==> src/rtl/mac_psum_acc.sv <==
// mac_psum_acc: per-column partial-sum accumulator that sits after the systolic
// MAC array. Each group of beats is summed per lane (saturating), then a
// per-lane bias is added, followed by a rounding arithmetic right shift, an
// optional ReLU and saturation to OUTW bits. Finished groups are queued in a
// DEPTH-entry FIFO.
//
// Ports
//   clk, rst_n         clock, asynchronous active-low reset
//   acc_m_data         COLUMN lanes of IW-bit signed partial sums
//   acc_m_first/last   group framing; acc_m_valid/acc_m_ready beat handshake
//   bias, shift,       per-group post-processing controls, sampled on the
//   relu_en            accepted last beat
//   acc_s_data         COLUMN lanes of OUTW-bit signed results (FIFO head)
//   acc_s_sat          saturation seen anywhere in the head group
//   acc_s_valid/ready  result handshake toward writeback
module mac_psum_acc #(
    parameter int COLUMN = 6,
    parameter int IW     = 24,
    parameter int BW     = 24,
    parameter int AW     = 32,
    parameter int OUTW   = 8,
    parameter int DEPTH  = 4
) (
    input  logic                     clk,
    input  logic                     rst_n,
    input  logic [COLUMN*IW-1:0]     acc_m_data,
    input  logic                     acc_m_first,
    input  logic                     acc_m_last,
    input  logic                     acc_m_valid,
    output logic                     acc_m_ready,
    input  logic [COLUMN*BW-1:0]     bias,
    input  logic [4:0]               shift,
    input  logic                     relu_en,
    output logic [COLUMN*OUTW-1:0]   acc_s_data,
    output logic                     acc_s_sat,
    output logic                     acc_s_valid,
    input  logic                     acc_s_ready
);
    // Post-stage width: AW+1 for acc+bias, one more bit of headroom for the
    // rounding constant.
    localparam int PW   = AW + 2;
    localparam int PTRW = $clog2(DEPTH);
    localparam int CW   = PTRW + 1;
    localparam logic signed [PW-1:0] OUT_MAX = PW'((2 ** (OUTW - 1)) - 1);
    localparam logic signed [PW-1:0] OUT_MIN = PW'(-(2 ** (OUTW - 1)));

    // Returns {overflow, saturated sum}.
    function automatic logic [AW:0] acc_add(input logic signed [AW-1:0] a,
                                            input logic signed [AW-1:0] b);
        logic signed [AW:0] s;
        s = {a[AW-1], a} + {b[AW-1], b};
        if (s[AW] != s[AW-1])
            return s[AW] ? {1'b1, 1'b1, {(AW-1){1'b0}}} : {1'b1, 1'b0, {(AW-1){1'b1}}};
        return {1'b0, s[AW-1:0]};
    endfunction

    // Round half up, then arithmetic shift; shift of zero passes through.
    function automatic logic signed [PW-1:0] round_shift(input logic signed [PW-1:0] v,
                                                         input logic [4:0] sh);
        logic signed [PW-1:0] half;
        if (sh == 5'd0)
            return v;
        half = PW'(1) << (sh - 5'd1);
        return (v + half) >>> sh;
    endfunction

    // Returns {saturated, OUTW-bit value}.
    function automatic logic [OUTW:0] sat_out(input logic signed [PW-1:0] v);
        if (v > OUT_MAX)
            return {1'b1, OUT_MAX[OUTW-1:0]};
        if (v < OUT_MIN)
            return {1'b1, OUT_MIN[OUTW-1:0]};
        return {1'b0, v[OUTW-1:0]};
    endfunction

    logic signed [AW-1:0]   acc_q [COLUMN];
    logic signed [AW-1:0]   acc_d [COLUMN];
    logic signed [AW-1:0]   lane_ext [COLUMN];
    logic [AW:0]            add_r [COLUMN];
    logic [COLUMN-1:0]      acc_sat_q, acc_sat_d;
    logic signed [PW-1:0]   sum_d [COLUMN];
    logic signed [PW-1:0]   sum_p0 [COLUMN];
    logic [4:0]             shift_p0;
    logic                   relu_p0, sat_p0, vld_p0;
    logic signed [PW-1:0]   rs_d [COLUMN];
    logic [OUTW:0]          so_d [COLUMN];
    logic [COLUMN*OUTW-1:0] data_d1, data_p1;
    logic                   sat_d1, sat_p1, vld_p1;
    logic [COLUMN*OUTW:0]   mem_q [DEPTH];
    logic [PTRW-1:0]        wr_ptr_q, rd_ptr_q;
    logic [CW-1:0]          cnt_q;
    logic [CW:0]            inflight;
    logic                   beat_acc, last_acc, fifo_rd;

    // Everything past the accumulator counts against FIFO space, so an
    // accepted last beat always finds a free entry when it arrives.
    assign inflight    = {1'b0, cnt_q} + {{CW{1'b0}}, vld_p0} + {{CW{1'b0}}, vld_p1};
    assign acc_m_ready = inflight < (CW + 1)'(DEPTH);
    assign beat_acc    = acc_m_valid && acc_m_ready;
    assign last_acc    = beat_acc && acc_m_last;
    assign acc_s_valid = (cnt_q != '0);
    assign fifo_rd     = acc_s_valid && acc_s_ready;
    assign acc_s_data  = mem_q[rd_ptr_q][COLUMN*OUTW-1:0];
    assign acc_s_sat   = mem_q[rd_ptr_q][COLUMN*OUTW];

    // Stage: accumulate, and form acc+bias from the updated accumulator
    always_comb begin
        acc_sat_d = acc_sat_q;
        for (int c = 0; c < COLUMN; c++) begin
            lane_ext[c] = AW'(signed'(acc_m_data[c*IW +: IW]));
            add_r[c]    = acc_add(acc_q[c], lane_ext[c]);
            acc_d[c]    = acc_q[c];
            if (beat_acc) begin
                if (acc_m_first) begin
                    acc_d[c]     = lane_ext[c];
                    acc_sat_d[c] = 1'b0;
                end else begin
                    acc_d[c]     = add_r[c][AW-1:0];
                    acc_sat_d[c] = acc_sat_q[c] | add_r[c][AW];
                end
            end
            sum_d[c] = PW'(acc_d[c]) + PW'(signed'(bias[c*BW +: BW]));
        end
    end

    // Stage p0 -> p1: round/shift, ReLU, output saturation
    always_comb begin
        data_d1 = '0;
        sat_d1  = sat_p0;
        for (int c = 0; c < COLUMN; c++) begin
            rs_d[c] = round_shift(sum_p0[c], shift_p0);
            if (relu_p0 && rs_d[c] < 0)
                rs_d[c] = '0;
            so_d[c] = sat_out(rs_d[c]);
            data_d1[c*OUTW +: OUTW] = so_d[c][OUTW-1:0];
            sat_d1 = sat_d1 | so_d[c][OUTW];
        end
    end

    always_ff @(posedge clk or negedge rst_n) begin
        if (!rst_n) begin
            for (int c = 0; c < COLUMN; c++)
                acc_q[c] <= '0;
            for (int i = 0; i < DEPTH; i++)
                mem_q[i] <= '0;
            acc_sat_q <= '0;
            vld_p0    <= 1'b0;
            vld_p1    <= 1'b0;
            wr_ptr_q  <= '0;
            rd_ptr_q  <= '0;
            cnt_q     <= '0;
        end else begin
            for (int c = 0; c < COLUMN; c++)
                acc_q[c] <= acc_d[c];
            acc_sat_q <= acc_sat_d;
            vld_p0    <= last_acc;
            vld_p1    <= vld_p0;
            // Stage p1 -> FIFO
            if (vld_p1) begin
                mem_q[wr_ptr_q] <= {sat_p1, data_p1};
                wr_ptr_q        <= wr_ptr_q + 1'b1;
            end
            if (fifo_rd)
                rd_ptr_q <= rd_ptr_q + 1'b1;
            case ({vld_p1, fifo_rd})
                2'b10:   cnt_q <= cnt_q + 1'b1;
                2'b01:   cnt_q <= cnt_q - 1'b1;
                default: cnt_q <= cnt_q;
            endcase
        end
    end

    // Data pipeline registers carry no reset; vld_p0/vld_p1 qualify them.
    always_ff @(posedge clk) begin
        if (last_acc) begin
            sum_p0   <= sum_d;
            shift_p0 <= shift;
            relu_p0  <= relu_en;
            sat_p0   <= |acc_sat_d;
        end
        if (vld_p0) begin
            data_p1 <= data_d1;
            sat_p1  <= sat_d1;
        end
    end

endmodule

==> config.mk <==
export PLATFORM = sky130hd
export DESIGN_NAME = mac_psum_acc
export DESIGN_NICKNAME = d
export VERILOG_FILES = /design/src/rtl/mac_psum_acc.sv
export SDC_FILE = /design/constraint.sdc
export NUM_CORES = 2
export LEC_CHECK = 0
export ABC_AREA = 1
export CORE_ASPECT_RATIO = 1.5
export CORE_MARGIN = 5
export CORE_UTILIZATION = 35
export CTS_CLUSTER_DIAMETER = 50
export CTS_CLUSTER_SIZE = 14
export DETAILED_ROUTE_END_ITERATION = 6
export PLACE_DENSITY = 0.52
export SYNTH_ARGS = -nofsm -noshare
export SYNTH_HDL_FRONTEND = slang
export SYNTH_SLANG_ARGS = --single-unit
==> constraint.sdc <==
create_clock -name clk -period 10.6 [get_ports clk]
set_input_delay 1.59 -clock clk [delete_from_list [all_inputs] [get_ports clk]]
set_output_delay 1.59 -clock clk [all_outputs]
set_load 0.02 [all_outputs]
Word-level counts from Yosys, hierarchy flattened:

Index checks and enable logic that the tools add are counted.

* bits of input ports: 300
* output and inout bits: 51
* word-level logic and storage cells: 233
* flip-flop bits (word level): 663

* reduce and logical (&&, ||, !) cells: 14
* eq/ne operators: 8
* order comparisons: 22
* shift operators: 7
* add/subtract/negate cells: 25
* mux-type cells: 116
* bitwise gates (word level): 14

Operator list (number)
* 2-to-1 mux 34 bit: 18
* 2-to-1 mux 32 bit: 18
* adder 32 x 24 -> 33 bit: 12
* 2-to-1 mux 33 bit: 12
* 2-to-1 mux 9 bit: 24
* adder 34 bit: 6
* > comparator 34 x 8 -> 1 bit, second input constant: 6
* less-than comparator 34 x 1 -> 1 bit, second input constant: 6
* less-than comparator 34 x 8 -> 1 bit, second input constant: 6
* >>> shifter 34 x 5 -> 34 bit: 6
* bitwise mux 196 bit: 1
* 2-to-1 mux 49 bit: 3
* binary-select mux 49 bit (select 2 bit): 1
* demux 49 bit (select 2 bit): 1
* 2-to-1 mux 1 bit: 37
* << shifter 1 x 5 -> 34 bit, first input constant: 1
* bitwise OR 1 bit: 12
* logical AND 1 bit: 10
* greater-or-equal comparator 3 bit, second input constant: 2
* != test 1 bit: 6
* inverter 2 -> 3 bit: 2
* one-hot mux 3 bit (2 select lines): 1
* OR reduction 6 bit: 1
* logical NOT 5 bit: 1
* 12 further kinds: 13

Longest topological paths before layout:

* depth after elaboration: 19
* gate-level depth with buffers: 48
* gate-level depth less buffers: 48

Worst setup path before layout:

Ideal clock, no wire load.

* path kind: register -> register
* from: reg vld_p0
* to: reg vld_p0
* setup time: 1.019 ns
* arrival time: 10.887 ns
* path slack: -1.306 ns
* period minus slack after synthesis: 11.906 ns
* stages on the path, launching flop included: 9
* cell sequence: dfrtp_1 -> a21oi_1 -> nor2_1 -> nor2_1 -> nand2_1 -> clkbuf_1 -> clkbuf_1 -> clkbuf_1 -> nor2_1

* longest elaborated chain between the ends: 5

RTL lines
* start, declared: line 84 `logic relu_p0, sat_p0, vld_p0;`
* start signal, assigned: line 156 `vld_p0 <= last_acc;`
* adder 3 x 1 -> 4 bit: line 97 `assign inflight = {1'b0, cnt_q} + {{CW{1'b0}}, vld_p0} + {{CW{1'b0}}, vld_p1};`
* adder 4 x 1 -> 4 bit: line 97
* less-than comparator 4 x 3 -> 1 bit: line 98 `assign acc_m_ready = inflight < (CW + 1)'(DEPTH);`
* net acc_m_ready: line 30 `output logic acc_m_ready,`
* logical AND 1 bit: line 99 `assign beat_acc = acc_m_valid && acc_m_ready;`
* logical AND 1 bit: line 100 `assign last_acc = beat_acc && acc_m_last;`
* net last_acc: line 93 `logic beat_acc, last_acc, fifo_rd;`

The timed path passes the listed nets, and every way through them passes these cells.
A chain may end at the register's enable or synchronous reset.

==> results <==
- The detailed-route wire length per cell is 23.03 µm.
- Derived from the worst setup path, the maximum achievable clock frequency is 109.1 MHz.
- The class of the tightest hold or removal check is flop to flop.
- The count of final setup violators is 0.
- The global-route usage over all layers is 28.59%.
- Data on the critical path arrives at its endpoint at 9.66 ns.
- The number of ports placed on the die boundary is about 350.
- Input and output buffers added on the ports amount to 350.
- Along the worst path, the maximum fanout reaches 17.
- In the routed layout, each cell is associated on average with a via count of 5.603.
- In the routed design, unresolved DRC markers number 0.
- The clock sink count is 657.
- The startpoint type of the worst setup path is a primary input.
- The cell type group with the largest total delay on the critical path is compound AO/OA/AOI/OAI gates.
- The count of warnings emitted by yosys is 0.
- In this run the deepest clock path goes through 3 buffers.
- The first routing iteration left 6112 violations.
- The number of cells produced by synthesis is between 10k and 15k.
- Measured along the y axis, the die boundary spans 557.3 µm.
- The post-layout utilization of the core is 39.69%.
- The clock tree synthesis step divided the H-tree into 3 levels.
- In this run, CTS created clock tree buffers numbering 90.
- Entering global routing, the biggest net connects 175 pins.
- The sequential cell area fraction in the yosys report is 25.34%.
- The floorplan has 201 rows.
- The root buffer cell chosen for the clock tree is sky130_fd_sc_hd__clkbuf_16.
- The analysis attributes to cell leakage a power of 0.03746 µW.
- Yosys mapped a number of flops with a built-in enable equal to around 250.
- After synthesis, the cell types taking the most area are sky130_fd_sc_hd__dfrtp_1 (14%), sky130_fd_sc_hd__nand2_1 (14%), sky130_fd_sc_hd__edfxtp_1 (11%).
- Leaving out fill and tap cells, the most frequent cell in the layout is sky130_fd_sc_hd__nand2_1.
- The worst setup path is captured at a flop.
- Headroom to the max-slew limit came out at 11.29%.
- The setup skew after layout is 0.05621 ns.
- The first global-routing pass estimated approximately 460 mm of wire.
- The critical path's most frequent cell is sky130_fd_sc_hd__nand2_1.
- Leaving out fill and tap cells, the most frequent cells in the layout are sky130_fd_sc_hd__nand2_1 (2657), sky130_fd_sc_hd__nand3_1 (1431), sky130_fd_sc_hd__nor2_1 (989), sky130_fd_sc_hd__a21oi_1 (838), sky130_fd_sc_hd__o21ai_0 (786).
- The mean instance size in the synthesized netlist is 6.575 µm².
- The routability congestion estimate is approximately 1.
- For this design, the CTS-stage hold fixing added 0 buffers.
- The floorplan step set the die width to 374.9 µm.
- The die covers 208900 µm².
- Clock-pin slew was measured on the worst setup and hold paths at approximately 0.060 ns.
- The initial utilization of the core area, before any placement, comes to 35.04%.
- The share of the synthesized area in the top cell type is 14.43%.
- The number of global-route vias before repair is 73.93k.
- The critical path is of the primary input to flop type.
- The post-route netlist has 4.352% of its cells at a drive strength greater than 1.
- The critical path contains buffers and inverters numbering 4 combined.
- After the last flow step, the layout net total stands at 11.66k.
- The initial antenna violation count is 30.
- For this run, the slowest stage of the critical path takes around 0.72 ns.
- The post-CTS setup buffer count is 0.
- The required time of the critical path is 11.09 ns.
- Among all stages on the critical path, the largest delay is contributed by sky130_fd_sc_hd__a2111oi_0.
- The routed design has 311.0 mm of wire.
- After clock tree synthesis, the repair step resized 0 gates.
- The final number of hold-violating endpoints is 0.
- The post-detailed-route count of antenna-violating nets is 0.
- The total negative slack for setup checks is 0 ns.
- The power per cell area is 289.0 nW/µm².
- The final global-route overflow total is 0.
- The worst-case IR drop observed on VDD is 172.3 µV.
- The net count after synthesis is ~12k.
- Of all cell types, the one taking the most synthesized area is sky130_fd_sc_hd__dfrtp_1.
- At the pin with the least slew margin, the transition time is around 1.3 ns.
- The final max-slew violation count is 0.
- In this run, synthesis produced a sequential element count of 657.
- Subtracting the final worst setup slack from the clock period gives 9.169 ns.
- The cell area after technology mapping is between 60000 and 70000 µm².
- In the finished design, the share of the clock period the worst path needs comes to 86.50%.
- The pre-antenna-repair detailed-routing pass consisted of 7 iterations.
- The run finished with clean final reports.
- For the worst-skew pair, the clock arrives at the later sink with an insertion delay of about 0.75 ns.
- The synthesized netlist contains 67 unique library cells.
- The clock tree from TritonCTS is done.
- The core area is 199400 µm².
- Compared with the post-synthesis result, the final layout area differs by 13.27%.
- Summing over every cut layer, the via total after detailed routing is 75.65k.
- The commonest register cell after synthesis is sky130_fd_sc_hd__dfrtp_1.
- The HPWL after detailed placement is 250.0 mm.
- After synthesis, the share of flip-flops with an asynchronous set or reset is 61.34%.
- Max-cap violations in this run came to 0.
- Setup repair after global routing left no endpoint under its margin.
- The post-route total power is 22880 µW.
state kept, by name (all words and copies together) (netlist names), 2 cells and up:
register   flops
acc_q        192
acc_sat_q      6
cnt_q          3
data_p1       48
mem_q        196
rd_ptr_q       2
shift_p0       5
sum_p0       198
wr_ptr_q       2
cell type report:
cell class                 count  area, µm²
multi-input combinational   8750      47440
clock buffer                 113       2484
sequential                   657      17710
antenna                       17      42.54
inverter                     809       3063
timing repair buffer         462       4444
fill                       21540     120300
clock inverter                55      673.1
tap                         2639       3302
cell families (layout without fill, tap and decap cells):
| group | Yosys count | in the layout | share of synthesized area (%) |
|---|---|---|---|
| simple gates | 5432 | 5432 | 33.16 |
| compound gates | 2280 | 2280 | 18.25 |
| buf+inv | 1222 | 1439 | 6.857 |
| flops | 657 | 657 | 25.34 |
| fa+ha+maj | 589 | 589 | 10.75 |
| xor+xnor | 439 | 439 | 5.501 |
| mux | 10 | 10 | 0.1432 |
| other cells | 0 | 17 | 0 |
layer usage:
layer / wire length, µm / track usage (%) / share of wire (%) / vias up
met4: 17990 / 14.72 / 5.8 / 18
li1: - / - / - / 36720
met2: 149300 / 49.54 / 48 / 2564
met1: 125800 / 34.47 / 40 / 35690
met3: 17760 / 4.018 / 5.7 / 654
met5: 126 / 0 / 0.041 / -
synth_stat cells (all sizes together) (25+ instances only):
| cell | count |
|---|---|
| buf | 174 |
| clkbuf | 239 |
| inv | 805 |
| nand4 | 82 |
| o21a | 50 |
| dfrtp | 403 |
| a21o | 42 |
| nand3b | 26 |
| a211oi | 25 |
| xor2 | 276 |
| nand3 | 1447 |
| o31ai | 28 |
| o211ai | 113 |
| nand2 | 2726 |
| nor3 | 84 |
| ha | 570 |
| o22ai | 65 |
| nor2 | 1010 |
| xnor2 | 163 |
| o21ai | 892 |
| edfxtp | 254 |
| o21bai | 44 |
| or2 | 27 |
| a21oi | 843 |
| a31oi | 96 |
worst paths after layout:
path	cells past startpoint	from	slack [ns]	to
max	44	acc_m_data[120]	1.43	sum_p0[29]$_DFFE_PP_
min in group asynchronous	1	rst_n	0.87	cnt_q[0]$_DFFE_PN0P_
max reg2reg	30	shift_p0[2]$_DFFE_PP_	2.32	sat_p1$_DFFE_PP_
min reg2reg	2	mem_q[131]$_DFFE_PN0P_	0.48	mem_q[131]$_DFFE_PN0P_
max in group asynchronous	3	rst_n	7.64	acc_q[20]$_DFF_PN0_
min	2	mem_q[131]$_DFFE_PN0P_	0.48	mem_q[131]$_DFFE_PN0P_
report_power, final:
part,internal [µW],switching [µW]
sequential,4080,933
combinational,5110,9560
clock,1810,1390
total,11000,11900
worst register-to-register path, delay by kind of cell, from the launching register on:
family          cells  cell delay (ns)
fa+ha+maj           1             0.37
simple gates       22             4.20
compound gates      4             1.32
flops               1             0.67
buf+inv             3             1.44
through the flow:
stage	cell area (µm²)	setup WS (ns)	hold WS [ns]	cells
3_5_place_dp	75960	0.7477	0.4675	13320
3_3_place_gp	75960	0.6897	0.4607	13320
2_1_floorplan	69890	2.361	0.4478	10630
6_report	79160	1.431	0.4773	13500
4_1_cts	79120	1.497	0.4829	13490
5_1_grt	79130	0.6119	0.4966	13490
Note: power is estimated with default switching activity, not from simulation.
